--- config.mk ---
export PLATFORM = sky130hd
export DESIGN_NAME = string_print_ctrl
export DESIGN_NICKNAME = d
export VERILOG_FILES = /design/src/rtl/print_ctrl_pkg.sv /design/src/rtl/string_print_ctrl_byte_lane_sel.sv /design/src/rtl/string_print_ctrl.sv
export SDC_FILE = /design/constraint.sdc
export NUM_CORES = 1
export LEC_CHECK = 0
export ABC_CLOCK_PERIOD_IN_PS = 2900
export CORE_MARGIN = 5
export CORE_UTILIZATION = 49
export CTS_BUF_LIST = sky130_fd_sc_hd__clkbuf_4 sky130_fd_sc_hd__clkbuf_8
export DETAILED_ROUTE_END_ITERATION = 6
export PLACE_DENSITY = 0.82
export SKIP_CTS_REPAIR_TIMING = 1
export SYNTH_ARGS = -nofsm -noshare
export SYNTH_HDL_FRONTEND = slang
export SYNTH_SLANG_ARGS = --single-unit
--- constraint.sdc ---
create_clock -name clk -period 2.9 [get_ports clk]
set_input_delay 0.58 -clock clk [delete_from_list [all_inputs] [get_ports clk]]
set_output_delay 0.58 -clock clk [all_outputs]
set_load 0.005 [all_outputs]
--- src/rtl/print_ctrl_pkg.sv ---
`default_nettype none
// ============================================================================
// Module : print_ctrl_pkg
// Brief  : Shared state encoding and constants for the string print controller.
// Rev    : 1.0  initial release
// ============================================================================
package print_ctrl_pkg;

    localparam int         C_OFFSET_W = 2;
    localparam logic [7:0] C_NUL_CHAR = 8'h00;

    typedef enum logic [2:0] {
        ST_IDLE   = 3'd0,
        ST_FETCH  = 3'd1,
        ST_WAIT   = 3'd2,
        ST_EMIT   = 3'd3,
        ST_FINISH = 3'd4
    } state_t;

endpackage
`default_nettype wire

--- src/rtl/string_print_ctrl_byte_lane_sel.sv ---
`default_nettype none
// ============================================================================
// Module : byte_lane_sel
// Brief  : Little-endian byte extraction from a 32-bit word by byte offset.
// Rev    : 1.0  initial release
// ============================================================================
module byte_lane_sel
    import print_ctrl_pkg::*;
(
    input  logic [31:0]           word,
    input  logic [C_OFFSET_W-1:0] offset,
    output logic [7:0]            lane
);

    always_comb begin
        lane = word[7:0];
        case (offset)
            2'd0:    lane = word[7:0];
            2'd1:    lane = word[15:8];
            2'd2:    lane = word[23:16];
            2'd3:    lane = word[31:24];
            default: lane = word[7:0];
        endcase
    end

endmodule
`default_nettype wire

--- src/rtl/string_print_ctrl.sv ---
`default_nettype none
// ============================================================================
// Module : string_print_ctrl
// Brief  : Walks a NUL-terminated string in word memory and streams its bytes
//          to a valid/ready character sink. Define PRINT_LEN_LIMIT_EN to cap
//          each request at MAX_LEN characters and flag len_err.
// Rev    : 1.0  initial release
// ============================================================================
module string_print_ctrl
    import print_ctrl_pkg::*;
#(
    parameter int MAX_LEN = 256
) (
    input  logic        clk,
    input  logic        rst_n,
    input  logic        start,
    input  logic [31:0] a0,
    output logic        mem_rd,
    output logic [31:0] mem_addr,
    input  logic [31:0] mem_rdata,
    output logic        char_valid,
    output logic [7:0]  char_data,
    input  logic        char_ready,
    output logic        busy,
    output logic        done,
    output logic        len_err
);

    state_t                r_state;
    logic [31:0]           r_ptr;
    logic [31:0]           r_word;
    logic [31:0]           w_ptr_next;
    logic [31:0]           w_sel_word;
    logic [C_OFFSET_W-1:0] w_sel_off;
    logic [7:0]            w_lane;
    logic                  w_handshake;
    logic                  w_last_in_word;
    logic                  w_limit_hit;

    assign w_ptr_next     = r_ptr + 32'd1;
    assign w_handshake    = (r_state == ST_EMIT) && char_valid && char_ready;
    assign w_last_in_word = (r_ptr[C_OFFSET_W-1:0] == 2'd3);

    // WAIT inspects the word arriving now so the first char is valid on EMIT entry;
    // EMIT looks one byte ahead so the next char is ready right after a handshake.
    assign w_sel_word = (r_state == ST_WAIT) ? mem_rdata : r_word;
    assign w_sel_off  = (r_state == ST_WAIT) ? r_ptr[C_OFFSET_W-1:0]
                                             : w_ptr_next[C_OFFSET_W-1:0];

    byte_lane_sel u_byte_lane_sel (
        .word   (w_sel_word),
        .offset (w_sel_off),
        .lane   (w_lane)
    );

`ifdef PRINT_LEN_LIMIT_EN
    localparam int C_CNT_W = ($clog2(MAX_LEN + 1) > 9) ? $clog2(MAX_LEN + 1) : 9;

    logic [C_CNT_W-1:0] r_count;

    assign w_limit_hit = ((r_count + 1'b1) == C_CNT_W'(MAX_LEN));

    always_ff @(posedge clk or negedge rst_n) begin
        if (!rst_n) begin
            r_count <= '0;
            len_err <= 1'b0;
        end else if ((r_state == ST_IDLE) && start) begin
            r_count <= '0;
            len_err <= 1'b0;
        end else if (w_handshake) begin
            r_count <= r_count + 1'b1;
            if (w_limit_hit)
                len_err <= 1'b1;
        end
    end
`else
    assign w_limit_hit = 1'b0;
    assign len_err     = 1'b0;
`endif

    always_ff @(posedge clk or negedge rst_n) begin
        if (!rst_n) begin
            r_state    <= ST_IDLE;
            r_ptr      <= 32'd0;
            r_word     <= 32'd0;
            mem_rd     <= 1'b0;
            mem_addr   <= 32'd0;
            char_valid <= 1'b0;
            char_data  <= 8'd0;
            busy       <= 1'b0;
            done       <= 1'b0;
        end else begin
            done   <= 1'b0;
            mem_rd <= 1'b0;
            case (r_state)
                ST_IDLE: begin
                    if (start) begin
                        r_ptr    <= a0;
                        busy     <= 1'b1;
                        mem_rd   <= 1'b1;
                        mem_addr <= {a0[31:2], 2'b00};
                        r_state  <= ST_FETCH;
                    end
                end
                ST_FETCH: begin
                    r_state <= ST_WAIT;
                end
                ST_WAIT: begin
                    r_word     <= mem_rdata;
                    char_valid <= (w_lane != C_NUL_CHAR);
                    char_data  <= w_lane;
                    r_state    <= ST_EMIT;
                end
                ST_EMIT: begin
                    if (!char_valid) begin
                        // Current byte is the terminator.
                        done    <= 1'b1;
                        busy    <= 1'b0;
                        r_state <= ST_FINISH;
                    end else if (char_ready) begin
                        r_ptr <= w_ptr_next;
                        if (w_limit_hit) begin
                            char_valid <= 1'b0;
                            done       <= 1'b1;
                            busy       <= 1'b0;
                            r_state    <= ST_FINISH;
                        end else if (w_last_in_word) begin
                            char_valid <= 1'b0;
                            mem_rd     <= 1'b1;
                            mem_addr   <= {w_ptr_next[31:2], 2'b00};
                            r_state    <= ST_FETCH;
                        end else begin
                            char_valid <= (w_lane != C_NUL_CHAR);
                            if (w_lane != C_NUL_CHAR)
                                char_data <= w_lane;
                        end
                    end
                end
                ST_FINISH: begin
                    r_state <= ST_IDLE;
                end
                default: begin
                    r_state <= ST_IDLE;
                end
            endcase
        end
    end

endmodule
`default_nettype wire

## Word-level counts from Yosys, hierarchy flattened

Index checks and enable logic that the tools add are counted.

| storage, ports and cells | value |
|---|---|
| flip-flop bits (word level) | 111 |
| output and inout bits | 45 |

| operators by class | value |
|---|---|
| $add $sub $neg | 1 |
| equal/unequal tests | 16 |
| mux-type cells | 36 |
| reduce and logical (&&, ||, !) cells | 10 |

Operators by type and width:

| operator | number |
|---|---|
| $mux W32 | 8 |
| $pmux W32 S2 | 2 |
| $add A32 B1 Y32 const B | 1 |
| $mux W8 | 4 |
| $pmux W8 S4 | 1 |
| $pmux W8 S2 | 1 |
| $mux W3 | 4 |
| $ne A2 B2 Y1 const B | 6 |
| $pmux W3 S4 | 1 |
| $mux W1 | 11 |
| $reduce_and A5 Y1 | 2 |
| $reduce_bool A8 Y1 | 1 |
| $eq A2 B2 Y1 const B | 3 |
| $eq A3 B2 Y1 const B | 2 |
| $ne A3 B3 Y1 const B | 2 |
| $pmux W1 S2 | 3 |
| $reduce_and A3 Y1 | 2 |
| $reduce_and A4 Y1 | 1 |
| $reduce_bool A2 Y1 | 2 |
| $eq A3 B1 Y1 const B | 1 |
| $logic_not A3 Y1 | 1 |
| $eq A2 B1 Y1 const B | 1 |
| $logic_not A2 Y1 | 1 |
| $mux W2 | 1 |
| $ne A2 B1 Y1 const B | 1 |

## Depth between registers and ports, before layout

Gate-level depths: netlist of the first run.

| logic depth | value |
|---|---|
| depth in word-level cells | 10 |
| gate-level depth with buffers | 9 |
| gate-level depth less buffers | 8 |

## Cells and area by module

From an unflattened synthesis of the first run, not the netlist that was laid out.

| unflattened totals | value |
|---|---|
| cells, all modules | 561 |
| area, all modules | 5,831.8 µm² |

Modules (own cells, without submodules):

| module | instances | cells each | area each (µm²) |
|---|---|---|---|
| string_print_ctrl | 1 | 551 | 5,635.4 |
| byte_lane_sel | 1 | 10 | 196.4 |

## Least setup slack after synthesis of the first run

No wires, ideal clock.

| path | value |
|---|---|
| kind | reg-to-reg |
| start | register r_ptr[0] |
| end | register char_data[0] |
| library setup time | 0.125 ns |
| arrival time | 2.706 ns |
| required time | 2.775 ns |
| setup slack | 0.069 ns |
| cell stages (with the launch flop) | 10 |
| path buffers | 1 |
| period minus slack after synthesis | 2.831 ns |
| cells stage by stage | dfrtp_1 ha_1 buf_2 mux2_1 o221ai_1 a21boi_1 a21oi_1 nor4_4 nor2_4 mux2_4 |

| between the ends | value |
|---|---|
| word-level cells in the longest chain between the ends | 9 |
| elaborated cells on any way between the ends | 17 |
| classes of those cells | 1 x add/sub; 6 x eq/ne; 7 x mux; 3 x reduce/logical |

RTL lines:

| item | RTL line | text |
|---|---|---|
| start: declaration | string_print_ctrl.sv:30 | `logic [31:0] r_ptr;` |
| start signal: assignment | string_print_ctrl.sv:121 | `r_ptr <= w_ptr_next;` |
| $add A32 B1 Y32 | string_print_ctrl.sv:40 | `assign w_ptr_next = r_ptr + 32'd1;` |
| $mux W2 | string_print_ctrl.sv:47 | `assign w_sel_off = (r_state == ST_WAIT) ? r_ptr[C_OFFSET_W-1:0]` |
| $eq A2 B2 Y1 (tied with other cells) | string_print_ctrl_byte_lane_sel.sv:17 | `case (offset)` |
| $pmux W8 S4 | string_print_ctrl_byte_lane_sel.sv:17 |  |
| $mux W8 | string_print_ctrl.sv:134 | `if (w_lane != C_NUL_CHAR)` |
| $mux W8 | string_print_ctrl.sv:127 | `end else if (w_last_in_word) begin` |
| $mux W8 | string_print_ctrl.sv:120 | `end else if (char_ready) begin` |
| $mux W8 | string_print_ctrl.sv:115 | `if (!char_valid) begin` |
| $pmux W8 S2 | string_print_ctrl.sv:95 | `case (r_state)` |
| end signal: assignment | string_print_ctrl.sv:111 | `char_data <= w_lane;` |
| end signal: assignment | string_print_ctrl.sv:135 | `char_data <= w_lane;` |
| end: declaration | string_print_ctrl.sv:22 | `output logic [7:0] char_data,` |

Several ways; a longest one is shown, not always the timed one. The select of a mux whose other input is x is not followed.
A chain may end at the register's enable or synchronous reset.

## Final worst setup path of the first run

| path | value |
|---|---|
| start | register r_ptr[1] |
| end | register char_data[0] |

Same word-level chain as after synthesis.

==> flow_summary.ini, run 1 <==
[drt]
totalWireLength_um = 14100
vias = 4887
drc = 0
antenna_left = 0
viasPerCell = 5.48
avgRoutedWirePerCell_um = 15.8
drt_iter0_markers = 381
dr.pass1.iters = 4

[timing]
drv_slew = 0
clock_skew_ns = 0.00535
rsz0062_at_grt = no
setup_violations = 0
worst_pin_slew_ns = 0.742
finalCritPeriodShare = 0.966
fin_crit_ns = 2.80
finalHoldViolCount = 0
max_clock_freq_ghz = 0.357
relSlewSlack = 0.504

[clocking]
h-tree-depth = 3
cts_tree = yes
cts.clk_slew.worst_paths_ns = 0.10
clk_latency_ns = 0.37
clock_path_buffers = 2
cts_root_buf = clkbuf_8
numCtsBuffers = 9
cts_sinks = 109

[cells_and_area]
final_nets = 813
final_cell_mix = 160 x nand2_1, 109 x dfrtp_1, 108 x clkdlybuf4s50_1, 59 x nor2_1, 40 x o21ai_0
utilization = 0.637
area_growth_pct = 27.4
drive_above_1_share = 0.104
final_common_cell = nand2_1
diodes = 0

[die]
die_x_um = 118
start_util = 0.500
coreArea_um2 = 11500
dieArea_um2 = 14000
rows = 39
num_io_pins = 113
dieHeight_um = 118

[grt]
antenna_found_initial = 0
grt_pass1_wl_um = 23900
grt_pass1_vias = 4884
grt-ovfl-total = 0
track_usage = 0.205
grt_max_degree = 53

[critical_path]
r2r_cells = 7
r2r-end = char_data[0]
cp-end-kind = flip-flop
cp.arrival_ns = 3.07
r2r-start = r_ptr[1]
cp_max_fo = 7
worstSetupPathType = reg2reg
ff2ff_setup_slack_ns = 0.1
cp.required_ns = 3.17
crit_path_start_kind = flip-flop

[logic_synthesis]
netlist_top_cells_area = dfrtp_1 48%, nand2_1 10%, nor2_1 3.9%, o21ai_0 3.5%, mux2i_1 3.1%
synth_async_sr_flop_share = 1.00
avgSynthCellArea_um2 = 9.02
synth_edf_count = 0
yosysUniqueCellTypes = 51
yosys.area.top_type = dfrtp_1
synthesis.instances = 636
ys_warn_count = 0
synth_top_area_share = 0.476
ys_ff_latch = 109
ys_seq_area_frac = 0.476
ys.flop_type = dfrtp_1
syn_area_um2 = 5740

[power_and_ir_drop]
peakVddDrop_mv = 0.621
p_leak_nw = 3.24
total_power_w = 0.00831
power.density_nw_per_um2 = 1140

[status]
status = complete, no violations

[placement]
place_congestion = 0.884
io_buffers = 109
place_hpwl_um = 10400

[flow_run]
cap_violations = 0

[min_path]
min_path_type = in2async
[final cells by class]
type	instances	area [um2]
Clock buffer	12	165
Clock inverter	3	20.0
Fill cell	960	4160
Inverter	12	45.0
Multi-Input combinational cell	476	2850
Sequential cell	109	2730
Tap cell	143	179
Timing Repair Buffer	136	1320
[worst max-delay path by stage]
stage	startpoint	to	slack, ns	cells after the start
2_1_floorplan	r_ptr[0]	char_data[0]	0.07	9
3_3_place_gp	mem_rdata[7]	char_data[7]	-0.19	8
3_5_place_dp	mem_rdata[7]	char_data[0]	-0.24	8
4_1_cts	r_ptr[1]	char_data[0]	-0.20	8
5_1_grt	r_ptr[1]	char_data[5]	0.02	7
6_report	r_ptr[1]	char_data[0]	0.1	7
[cells by family after synthesis]
family	synth area share
buffers and inverters	0.0408
and+or+nand+nor	0.207
muxes	0.0949
adders and majority gates	0.00218
DFF	0.476
xor gates and xnor gates	0.0458
other	0.000654
AOI/OAI and AO/OA	0.133
[state kept, by name, summed over array words and instances, names as in the netlist]
register / flops
busy: 1
r_state: 3
mem_rd: 1
char_data: 8
r_ptr: 32
r_word: 32
mem_addr: 30
done: 1
char_valid: 1
[through the flow]
stage	setup slack [ns]	TNS, ns	cell area (um2)	hold slack (ns)	cells
after floorplan	0.0688	0	5740	0.284	638
after global placement	-0.185	-1.31	7080	0.454	876
final	0.0997	0	7310	0.121	891
after CTS	-0.197	-1.35	7260	0.126	891
after global routing	0.0155	0	7310	0.135	891
after detailed placement	-0.236	-1.63	7080	0.463	876
[cell usage after synthesis (2+ instances only)]
library cell / count
buf_2: 4
o21ai_1: 5
dfrtp_1: 109
o31ai_1: 15
mux2i_1: 18
a21oi_1: 26
mux4_2: 5
nor2b_1: 2
and2_1: 2
a2bb2oi_1: 2
and3_1: 8
mux2_4: 10
nor2_1: 59
o22ai_1: 4
buf_4: 4
mux2_1: 3
nand4_1: 7
a31oi_1: 6
a21boi_1: 2
or3_1: 2
clkbuf_1: 25
xor2_1: 15
nor4_1: 4
a211oi_1: 4
a21o_1: 2
o21bai_1: 2
nand2_1: 160
inv_1: 12
xnor2_1: 15
nor3b_1: 2
nand3_1: 12
o311ai_1: 2
buf_1: 6
nand2b_1: 2
o221ai_1: 3
o21ai_0: 40
buf_6: 2
mux2_2: 6
nor3_1: 11
o22a_1: 5
o21a_1: 3
[critical path, cell delays in order (launching register included)]
cell and delay [ns]:
dfrtp_1 0.42, ha_4 0.36, mux2_2 0.35, mux4_2 0.46, mux2_4 0.31, nor4_4 0.35
nor2_4 0.13, mux2_4 0.32
[layer usage]
metal	GRT usage	share of wire	vias up
met3	0.0287	0.051	13
met5	0	0	-
met1	0.288	0.45	2348
met2	0.332	0.49	140
met4	0.0616	0.014	0
li1	-	-	2386
[power by group]
group	switching, W	internal, W	leakage, nW
clock network	0.000501	0.000377	0.0905
registers	0.000533	0.00224	1.34
logic	0.00236	0.00231	1.80
total	0.00339	0.00492	3.24
Power figures use the tool's default switching activity.
==> run 2: changes to the inputs <==
--- a/config.mk
+++ b/config.mk
@@ -6,6 +6,7 @@
 export NUM_CORES = 1
 export LEC_CHECK = 0
 export ABC_CLOCK_PERIOD_IN_PS = 2900
+export CAP_MARGIN = 20
 export CORE_MARGIN = 5
 export CORE_UTILIZATION = 49
 export CTS_BUF_LIST = sky130_fd_sc_hd__clkbuf_4 sky130_fd_sc_hd__clkbuf_8
@@ -14,4 +15,5 @@
 export SKIP_CTS_REPAIR_TIMING = 1
 export SYNTH_ARGS = -nofsm -noshare
 export SYNTH_HDL_FRONTEND = slang
+export SYNTH_HIERARCHICAL = 1
 export SYNTH_SLANG_ARGS = --single-unit
==> run 2 against run 1 <==
- the flow now finishes with violations (setup timing)
- total power is 1.7% higher
- largest cell class unchanged
- wire length is 9.7% higher
- final area is 2.5% higher
==> flow_summary.ini, run 2 <==
[grt]
busiest_layer = met2
grt_util_met3 = 0.0583
antenna_found_initial = 0
grt_pass1_wl_um = 24400
grt-ovfl-total = 0
grt_max_degree = 63
track_usage = 0.210
met2_usage = 0.353
globalRouteMet1Util = 0.265
grt_pass1_vias = 4900

[clocking]
numCtsBuffers = 9
h-tree-depth = 3
cts_root_buf = clkbuf_8
cts_sinks = 109
cts.clk_slew.worst_paths_ns = 0.11
cts_tree = yes
clk_latency_ns = 0.39
clock_path_buffers = 2

[logic_synthesis]
ys.flop_type = dfrtp_1
synthesis.instances = 561
ys_warn_count = 6
yosys.area.top_type = dfrtp_1
synth_top_area_share = 0.468
synth_common_cells = 109 x dfrtp_1, 55 x nand2_1, 43 x mux2_2
netlist_top_cells_area = dfrtp_1 47%, mux2_2 8.3%, nand2_1 3.5%, mux4_2 3.1%, o21ai_0 2.7%
synth.most_common_cell = dfrtp_1
yosysUniqueCellTypes = 62
synth_edf_count = 0
syn_area_um2 = 5830
synth_async_sr_flop_share = 1.00
ys_seq_area_frac = 0.468
avgSynthCellArea_um2 = 10.4
ys_ff_latch = 109

[status]
status = finished with violations
violations = setup timing

[die]
start_util = 0.504
dieArea_um2 = 14200
die_x_um = 119
coreArea_um2 = 11600
dieHeight_um = 119
rows = 39
num_io_pins = 113

[cells_and_area]
stdcell_area_um2 = 7490
diodes = 0
area_growth_pct = 28.4
utilization = 0.648
final_cell_mix = 109 x dfrtp_1, 108 x clkdlybuf4s50_1, 55 x nand2_1, 39 x nor2_1, 33 x mux2_2
top_regs = r_ptr: 32 flops, r_word: 32 flops, mem_addr: 30 flops
drive_above_1_share = 0.181
fin_cells = 821
final_common_cell = dfrtp_1
final_nets = 742

[drt]
drc = 0
dr.pass1.iters = 5
avgRoutedWirePerCell_um = 18.8
viasPerCell = 5.96
drt_iter0_markers = 530
antenna_left = 0
totalWireLength_um = 15400
vias = 4890

[placement]
dp_cells = 795
io_buffers = 109
place_hpwl_um = 10600
placed_cell_area_um2 = 7070
place_congestion = 0.927

[critical_path]
cp_max_fo = 6
cp.arrival_ns = 3.58
worstSetupPathType = reg2reg
cp.required_ns = 3.18
crit_path_start_kind = flip-flop
cp-end-kind = flip-flop

[timing]
finalHoldViolCount = 0
finalCritPeriodShare = 1.14
fin_crit_ns = 3.30
clock_skew_ns = 0.0120
worst_pin_slew_ns = 0.733
relSlewSlack = 0.507
worst_slack_ns = -0.398
drv_slew = 0
setup_violations = 8
max_clock_freq_ghz = 0.303
rsz0062_at_grt = yes
finalSetupTns_ns = -3.04

[min_path]
min_path_type = in2async

[power_and_ir_drop]
power.density_nw_per_um2 = 1130
p_leak_nw = 3.00
peakVddDrop_mv = 0.699
total_power_w = 0.00846

[flow_run]
cap_violations = 0
-- run 2: cell count changes in the layout (fill, tap and decap cells not counted), moves of 7 or more --
cell | before | now
nand2_1 | 160 | 55
mux2_2 | 6 | 33
nor2_1 | 59 | 39
mux2i_1 | 18 | 1
inv_1 | 12 | 2
o21ai_0 | 40 | 31
nand3_1 | 12 | 20
o31ai_1 | 15 | 7
a22oi_1 | 0 | 7
xnor2_1 | 15 | 8
-- run 2: final timing paths --
kind,slack [ns],from,end,cells after the start
max in group asynchronous,1.92,rst_n,r_ptr[7],2
min in group clk,0.49,mem_addr[12],mem_addr[12],2
setup / recovery,-0.40,r_state[2],char_data[0],13
hold reg to reg,0.49,mem_addr[12],mem_addr[12],2
hold / removal,0.20,rst_n,mem_addr[28],1
setup reg to reg,-0.40,r_state[2],char_data[0],13
-- run 2: cell families (layout without fill, tap and decap cells) --
logic type,Yosys count,after routing,share of synthesized area
and+or+nand+nor,192,192,0.176
AOI/OAI and AO/OA,133,133,0.146
DFF,109,109,0.468
muxes,52,52,0.116
buffers and inverters,47,162,0.0528
xor gates and xnor gates,26,26,0.0390
adders and majority gates,1,1,0.00215
other,1,3,0.000643
-- run 2: per-layer routing --
metal	vias to the layer above	routed length (um)
met4	0	242
met2	180	7620
met5	-	0
li1	2268	-
met3	23	1220
met1	2419	6340
-- run 2: worst max-delay path, stage by stage, from the launching register on --
cell and delay, ns:
dfrtp_1 0.40, nand2b_4 0.16, nor2_4 0.11, buf_12 0.15, buf_12 0.12, buf_8 0.11, mux2_4 0.30, mux4_2 0.50
or4_4 0.51, nor2_4 0.15, o31ai_2 0.08, nand2b_1 0.14, buf_6 0.14, mux2_2 0.32
-- run 2: power by group --
group / switching (W) / total [W] / internal (W)
Clock: 0.000583 / 0.000910 / 0.000327
Combinational: 0.00212 / 0.00467 / 0.00254
Sequential: 0.000630 / 0.00288 / 0.00225
Total: 0.00334 / 0.00846 / 0.00512
-- run 2: layout make-up --
type | count | area (um2)
Fill cell | 909 | 4080
Multi-Input combinational cell | 407 | 2900
Sequential cell | 109 | 2730
Timing Repair Buffer | 143 | 1490
Tap cell | 143 | 179
Clock buffer | 9 | 124
Clock inverter | 7 | 60.1
Inverter | 3 | 13.8
-- run 2: metrics by stage --
step	hold slack [ns]	setup slack (ns)
final	0.203	-0.398
after global routing	0.250	-0.501
after CTS	0.222	-0.462
after detailed placement	0.470	-0.416
after global placement	0.464	-0.334
after floorplan	0.284	-0.269
